### config.mk
export PLATFORM = sky130hd
export DESIGN_NAME = bounded_step_updown_counter
export DESIGN_NICKNAME = d
export VERILOG_FILES = /design/src/rtl/bounded_step_updown_counter.sv
export SDC_FILE = /design/constraint.sdc
export NUM_CORES = 1
export LEC_CHECK = 0
export ABC_AREA = 1
export BUFFER_PORTS_ARGS = -buffer_cell sky130_fd_sc_hd__buf_2
export CAP_MARGIN = 20
export CORE_MARGIN = 3
export CORE_UTILIZATION = 58
export DETAILED_ROUTE_END_ITERATION = 8
export PLACE_DENSITY = 0.83
export SLEW_MARGIN = 20
export SYNTH_ARGS = -nofsm -noshare
export SYNTH_HDL_FRONTEND = slang
export SYNTH_SLANG_ARGS = --single-unit
### constraint.sdc
create_clock -name clk -period 3.5 [get_ports clk]
set_clock_uncertainty 0.2 [all_clocks]
set_input_delay 0.175 -clock clk [delete_from_list [all_inputs] [get_ports clk]]
set_output_delay 0.175 -clock clk [all_outputs]
set_load 0.02 [all_outputs]
### src/rtl/bounded_step_updown_counter.sv
// Up/down counter that moves by a variable step between two runtime bounds.
// Crossing a bound either saturates or wraps to the opposite bound, and raises a one-cycle flag.
module bounded_step_updown_counter #(
  parameter int               WIDTH       = 8,
  parameter int               STEP_WIDTH  = 4,
  parameter logic [WIDTH-1:0] RESET_VALUE = '0
) (
  input  logic                  clk,
  input  logic                  rst_n,
  input  logic                  clear,
  input  logic                  load,
  input  logic [WIDTH-1:0]      load_value,
  input  logic                  enable,
  input  logic                  up_down,
  input  logic [STEP_WIDTH-1:0] step,
  input  logic [WIDTH-1:0]      lo_bound,
  input  logic [WIDTH-1:0]      hi_bound,
  input  logic                  sat_mode,
  output logic [WIDTH-1:0]      count,
  output logic                  overflow,
  output logic                  underflow,
  output logic                  sticky_event,
  output logic                  at_max,
  output logic                  at_min,
  output logic                  cfg_err
);

  logic [WIDTH:0]   step_ext;
  logic [WIDTH:0]   up_sum;
  logic [WIDTH:0]   lo_plus_step;
  logic [WIDTH-1:0] down_diff;
  logic             up_over;
  logic             down_under;

  logic [WIDTH-1:0] count_next;
  logic             overflow_next;
  logic             underflow_next;
  logic             sticky_next;

  assign at_max  = (count == hi_bound);
  assign at_min  = (count == lo_bound);
  assign cfg_err = (lo_bound > hi_bound);

  // One extra bit keeps the bound tests exact near the top and bottom of the range.
  always_comb begin
    step_ext     = {{(WIDTH + 1 - STEP_WIDTH){1'b0}}, step};
    up_sum       = {1'b0, count} + step_ext;
    lo_plus_step = {1'b0, lo_bound} + step_ext;
    down_diff    = count - step_ext[WIDTH-1:0];
    up_over      = (up_sum > {1'b0, hi_bound});
    down_under   = ({1'b0, count} < lo_plus_step);
  end

  always_comb begin
    count_next     = count;
    overflow_next  = 1'b0;
    underflow_next = 1'b0;
    sticky_next    = sticky_event;

    if (clear) begin
      count_next  = lo_bound;
      sticky_next = 1'b0;
    end else if (load) begin
      count_next = load_value;
    end else if (enable && !cfg_err) begin
      if (up_down) begin
        if (up_over) begin
          overflow_next = 1'b1;
          sticky_next   = 1'b1;
          count_next    = sat_mode ? hi_bound : lo_bound;
        end else begin
          count_next = up_sum[WIDTH-1:0];
        end
      end else begin
        if (down_under) begin
          underflow_next = 1'b1;
          sticky_next    = 1'b1;
          count_next     = sat_mode ? lo_bound : hi_bound;
        end else begin
          count_next = down_diff;
        end
      end
    end
  end

  always_ff @(posedge clk or negedge rst_n) begin
    if (!rst_n) begin
      count        <= RESET_VALUE;
      overflow     <= 1'b0;
      underflow    <= 1'b0;
      sticky_event <= 1'b0;
    end else begin
      count        <= count_next;
      overflow     <= overflow_next;
      underflow    <= underflow_next;
      sticky_event <= sticky_next;
    end
  end

endmodule

### Word level (Yosys, flattened, before mapping)

Index checks and enable logic that the tools add are counted.
W data, S select, Z words.

* $add $sub $neg: 3
* order comparisons: 3
* equality and inequality tests: 4
* mux-type cells: 24
* reduce and logical (&&, ||, !) cells: 6

Operators by type and width (number)
* $mux W8: 8
* $add A8 B4 Y9: 2
* $eq A8 B8 Y1: 2
* $mux W1: 16
* $gt A9 B8 Y1: 1
* $lt A8 B9 Y1: 1
* $gt A8 B8 Y1: 1
* $sub A8 B4 Y8: 1
* $reduce_bool A3 Y1: 2
* $reduce_and A4 Y1: 1
* $ne A3 B2 Y1 const B: 1
* $ne A2 B2 Y1 const B: 1
* $reduce_bool A2 Y1: 1
* $logic_and A1 B1 Y1: 1
* $logic_not A1 Y1: 1

* register bits: 11
* output and inout port bits: 14
* logic and storage cells: 44

### Longest topological paths before layout

* depth after elaboration: 7
* gate-level depth with buffers: 24
* gate-level depth less buffers: 23

### Worst setup path after synthesis

OpenSTA, ideal clock, no wires.

* path type: flip-flop to flip-flop
* start: reg count[0]
* end: reg count[5]
* library setup time: 73 ps
* arrival time: 2881 ps
* required time: 3227 ps
* path slack: 346 ps
* stages on the path, launching flop included: 19
* path through: dfrtp_1 > ha_1 > fa_1 > nand2_1 > nand2_1 > nand2_1 > nor2_1 > xor2_1 > ha_1 > nand2_1 > nor3_1 > nand3_4 > nand2_8 > nand2_1 > nand2_1 > nand2_1 > nand2_1 > nand2_1 > a21oi_2

* word-level cells in the longest chain between the ends: 7

Ends and longest elaborated chain
* start: declaration: RTL line 19 `output logic [WIDTH-1:0] count,`
* start signal: assignment: RTL line 93 `count <= count_next;`
* $add A8 B4 Y9: RTL line 47 `up_sum = {1'b0, count} + step_ext;`
* $gt A9 B8 Y1: RTL line 50 `up_over = (up_sum > {1'b0, hi_bound});`
* $mux W8: RTL line 67 `if (up_over) begin`
* $mux W8 (*): RTL line 66 `if (up_down) begin`
* $mux W8 (*): RTL line 65 `end else if (enable && !cfg_err) begin`
* $mux W8 (*): RTL line 63 `end else if (load) begin`
* $mux W8 (*): RTL line 60 `if (clear) begin`

Every way passes the cells marked *; elsewhere a longest branch is shown, timed or not. The select of a mux whose other input is x is not followed.
A chain may end at the register's enable or synchronous reset.

### Final worst setup path

* start: reg count[3]
* end: reg count[2]

Same word-level chain as after synthesis.

==> results summary <==
The flow ran to the end, and the final reports show no timing, DRC or antenna violations. Across the VDD grid, the largest voltage drop is 0.000254 V. The final critical delay including setup and external delays is between 3000 and 4000 ps. In this run the worst hold path is classified as primary input to flip-flop.

Among all cell types in the netlist, the one instantiated most often is nand2_1. The cell with the biggest individual delay on the critical path is dfrtp_1. The number of stages on the worst hold path is 3. For this run, the number of Yosys warnings is 0. The total overflow reported by the global router came out at 0. The synthesis-to-finish area growth came out at 15.2%.

The die covers approximately 5300 sq um. After detailed routing, the total wire length is approximately 7.9 mm. Walking the worst path, the cells encountered are ha_1 > inv_2 > or2_1 > nand2_1 > nor2_1 > xor2_1 > ha_1 > nand2_1 > nor3_2 > nand3_4 > nand2_8 > nand2_2 > nand2_1 > nand2_1 > nand2_1 > nand2_1 > a21oi_2. The clock transition at the registers of the reported paths is 50 ps. The final-layout setup total negative slack came out at 0 ps. The kind of cell adding the most delay to the critical path is simple AND/OR/NAND/NOR gates. By instance count, the cell type seen most on the critical path is nand2_1. The primary flip-flop cell chosen by synthesis mapping is dfrtp_1.

The headroom to the max-slew limit is 0.701. The setup path with the least slack is of type flip-flop to flip-flop. A synthesized cell averages ~6.4 sq um. The H-tree depth came out at 1. Setup repair after global routing left no endpoint under its margin. The final routed DRC violation total came out at 0. 0 antenna diodes ended up in the layout. The data arrival time of the critical path came out at approximately 3200 ps. The number of I/O port buffers is 48. The total global routing track utilization came out at 0.316.

The delay of the slowest cell on the worst path is 430 ps. The height of the die came out at approximately 73 microns. The total clock buffers created by CTS came out at 3. The horizontal die dimension came out at approximately 73 microns. The number of cells on the worst reg-to-reg path is 17. Setup violations remaining at the end of the flow were counted as 0. The number of buffers on the longest clock path is 2. The mapped netlist covers 2610 sq um. The leading area contributor after synthesis is nand2_1.

Ranked by total cell area, the synthesized netlist is headed by nand2_1 (17%), ha_1 (17%), dfrtp_1 (11%). The required arrival time at the worst endpoint is 3460 ps. Static timing analysis puts the maximum clock frequency at slightly above 300 MHz. Across all hold checks on the routed design, the worst slack comes to ~46 ps.

The total number of clock tree sinks is 11. The number of nets in the synthesized netlist is around 480. The number of nets at the end of the flow came out at about 540.

The register-to-register path setup slack is approximately 250 ps. Of the post-synthesis cell area, the dominant cell type holds 0.174. The number of hold-slack violations in the final timing report came out at 0. In this run the worst path has a maximum fanout of 10. The power per standard cell area came out at roughly 380 nW/um^2. In this run the static leakage power is approximately 1.6 nW.

The initial antenna violation count came out at 0. In this run the post-CTS setup repair buffer count came out at 0. Entering global routing, the biggest net connects 33 pins. The number of nets with antenna violations after routing came out at 0. The via count of the first global-routing pass is around 2800. The post-detailed-placement half-perimeter wirelength is 6.56 mm. The core occupancy in the finished layout came out at 0.721.

The fraction of registers with async set/reset is 1.00. The count of distinct cell types in the synthesized netlist came out at 36. The transition time at the pin with the least slew margin came out at between 400 and 500 ps. The critical path buffer and inverter count is 1. Of the cells placed in the final design, the portion with a size suffix greater than 1 is 0.214. The area taken by multi-input logic gates is 2130 sq um. Counting the fill cells in the layout gives 353. The first global-routing pass estimated between 10 and 15 mm of wire. The endpoint kind of the worst setup timing path is a flip-flop. The number of vias in the routed layout is ~2900. The number of vias per cell is around 5.7. The max capacitance violation total is 0. The start of the worst register-to-register path is count[3]$_DFFE_PN0P_. The number of instances in the synthesized netlist came out at ~410. The sequential cells in the finished layout cover a total of 275 sq um.

The number of standard-cell rows in the floorplan is 23. The startpoint identified for the worst hold timing path is enable. The fraction of the cycle the final worst path needs came out at 0.930. The number of synthesized flops with an enable pin came out at 0. The root cell of the clock tree is clkbuf_8. The number of pins with negative max-slew slack in the final report came to 0. The starting density of the core came out at 0.626.

In this run the count of I/O pins placed on the die edge is 49. After synthesis, the most frequently instantiated cells are nand2_1 (121), inv_1 (41), nand3_1 (37). The routed length per instance is ~16 microns. The TritonCTS clock tree is done. The floorplan step defined a core boundary enclosing approximately 4200 sq um. The insertion delay to the later sink of the worst-skew pair came out at 240 ps. STA classifies the critical path startpoint as a flip-flop. At the end of routability-driven placement, the weighted congestion stood at 0.996. In this run, the number of DRC markers left after iteration 0 of detailed routing was 180. The count of TritonRoute iterations in the first routing pass came out at 5. The number of synthesized register bits is 11. For this run, the register share of the synthesized area comes to 0.105.

The worst flop-to-flop path endpoint is count[2]$_DFFE_PN0P_. The capture endpoint of the worst hold path is overflow$_DFF_PN0_.
-- report_power, final --
| part | total (mW) | leakage, nW | internal [mW] | switching [mW] |
|---|---|---|---|---|
| clock network | 0.127 | 0.0228 | 0.0799 | 0.0474 |
| registers | 0.174 | 0.136 | 0.144 | 0.0300 |
| logic | 0.833 | 1.47 | 0.303 | 0.530 |
| total | 1.13 | 1.63 | 0.527 | 0.608 |
-- how the worst max path moves through the flow --
| stage | start | cells past startpoint | to |
|---|---|---|---|
| 2_1_floorplan | count[0]$_DFFE_PN0P_ | 18 | count[5]$_DFFE_PN0P_ |
| 3_5_place_dp | count[0]$_DFFE_PN0P_ | 18 | count[7]$_DFFE_PN0P_ |
| 5_1_grt | count[3]$_DFFE_PN0P_ | 20 | count[4]$_DFFE_PN0P_ |
| 6_report | count[3]$_DFFE_PN0P_ | 17 | count[2]$_DFFE_PN0P_ |
| 3_3_place_gp | count[0]$_DFFE_PN0P_ | 18 | count[6]$_DFFE_PN0P_ |
| 4_1_cts | count[0]$_DFFE_PN0P_ | 18 | count[7]$_DFFE_PN0P_ |
-- cells in the final DEF, fill, tap and decap left out, drive strengths merged --
| master | n |
|---|---|
| xnor2 | 9 |
| nand3b | 1 |
| nor4 | 4 |
| ha | 35 |
| clkbuf | 4 |
| o21ai | 28 |
| buf | 55 |
| or2 | 3 |
| xor2 | 17 |
| nand4 | 3 |
| inv | 46 |
| o21a | 2 |
| fa | 3 |
| o31ai | 2 |
| dlygate4sd3 | 2 |
| a21oi | 34 |
| nand2 | 134 |
| nand3 | 40 |
| nor2 | 21 |
| clkinv | 2 |
| dfrtp | 11 |
| nor3 | 6 |
-- flip-flops by register name, summed over array words and instances, names as in the netlist --
name / flops
count: 8
overflow: 1
sticky_event: 1
underflow: 1
-- area by class of cell --
class	count	share of cell area
inverter	48	0.0599
tap	50	0.0208
multi-input combinational	342	0.709
timing repair buffer	57	0.104
sequential	11	0.0914
clock buffer	4	0.0150
-- repair_timing --
action / in CTS / in global routing
hold buffers: 2 / 0
hold endpoints to repair: 12 / 0
resized for setup: 0 / 5
setup endpoints to repair: 0 / 8
-- layer usage --
metal,track usage,vias to the layer above,share of wire
met1,0.429,1313,0.42
met2,0.497,158,0.45
met3,0.0579,23,0.10
met5,0,-,0
met4,0.115,0,0.028
li1,-,1444,-
-- kinds of logic (layout without fill, tap and decap cells) --
| group | count (synthesis) | count (layout) | share of synthesized area |
|---|---|---|---|
| AO/OA/AOI/OAI | 66 | 66 | 0.144 |
| XOR/XNOR | 26 | 26 | 0.0871 |
| adder cells (fa/ha/maj) | 38 | 38 | 0.191 |
| buffers and inverters | 58 | 109 | 0.0895 |
| flip-flops | 11 | 11 | 0.105 |
| AND/OR/NAND/NOR | 212 | 212 | 0.384 |
-- stage by stage --
stage | setup slack [ps] | instance area, sq um | power, mW | std cells
2_1_floorplan | 346 | 2610 | 0.757 | 411
3_3_place_gp | 275 | 2920 | 0.960 | 506
3_5_place_dp | 275 | 2920 | 0.973 | 506
4_1_cts | 249 | 2980 | 1.11 | 512
5_1_grt | 6.99 | 3010 | 1.25 | 512
6_report | 245 | 3010 | 1.13 | 512
-- tightest hold or removal path, delay by kind of cell --
kind	cells	cell delay (ps)
and+or+nand+nor	2	160
buffers and inverters	1	100
No activity file was read; power rests on OpenSTA's default activity.
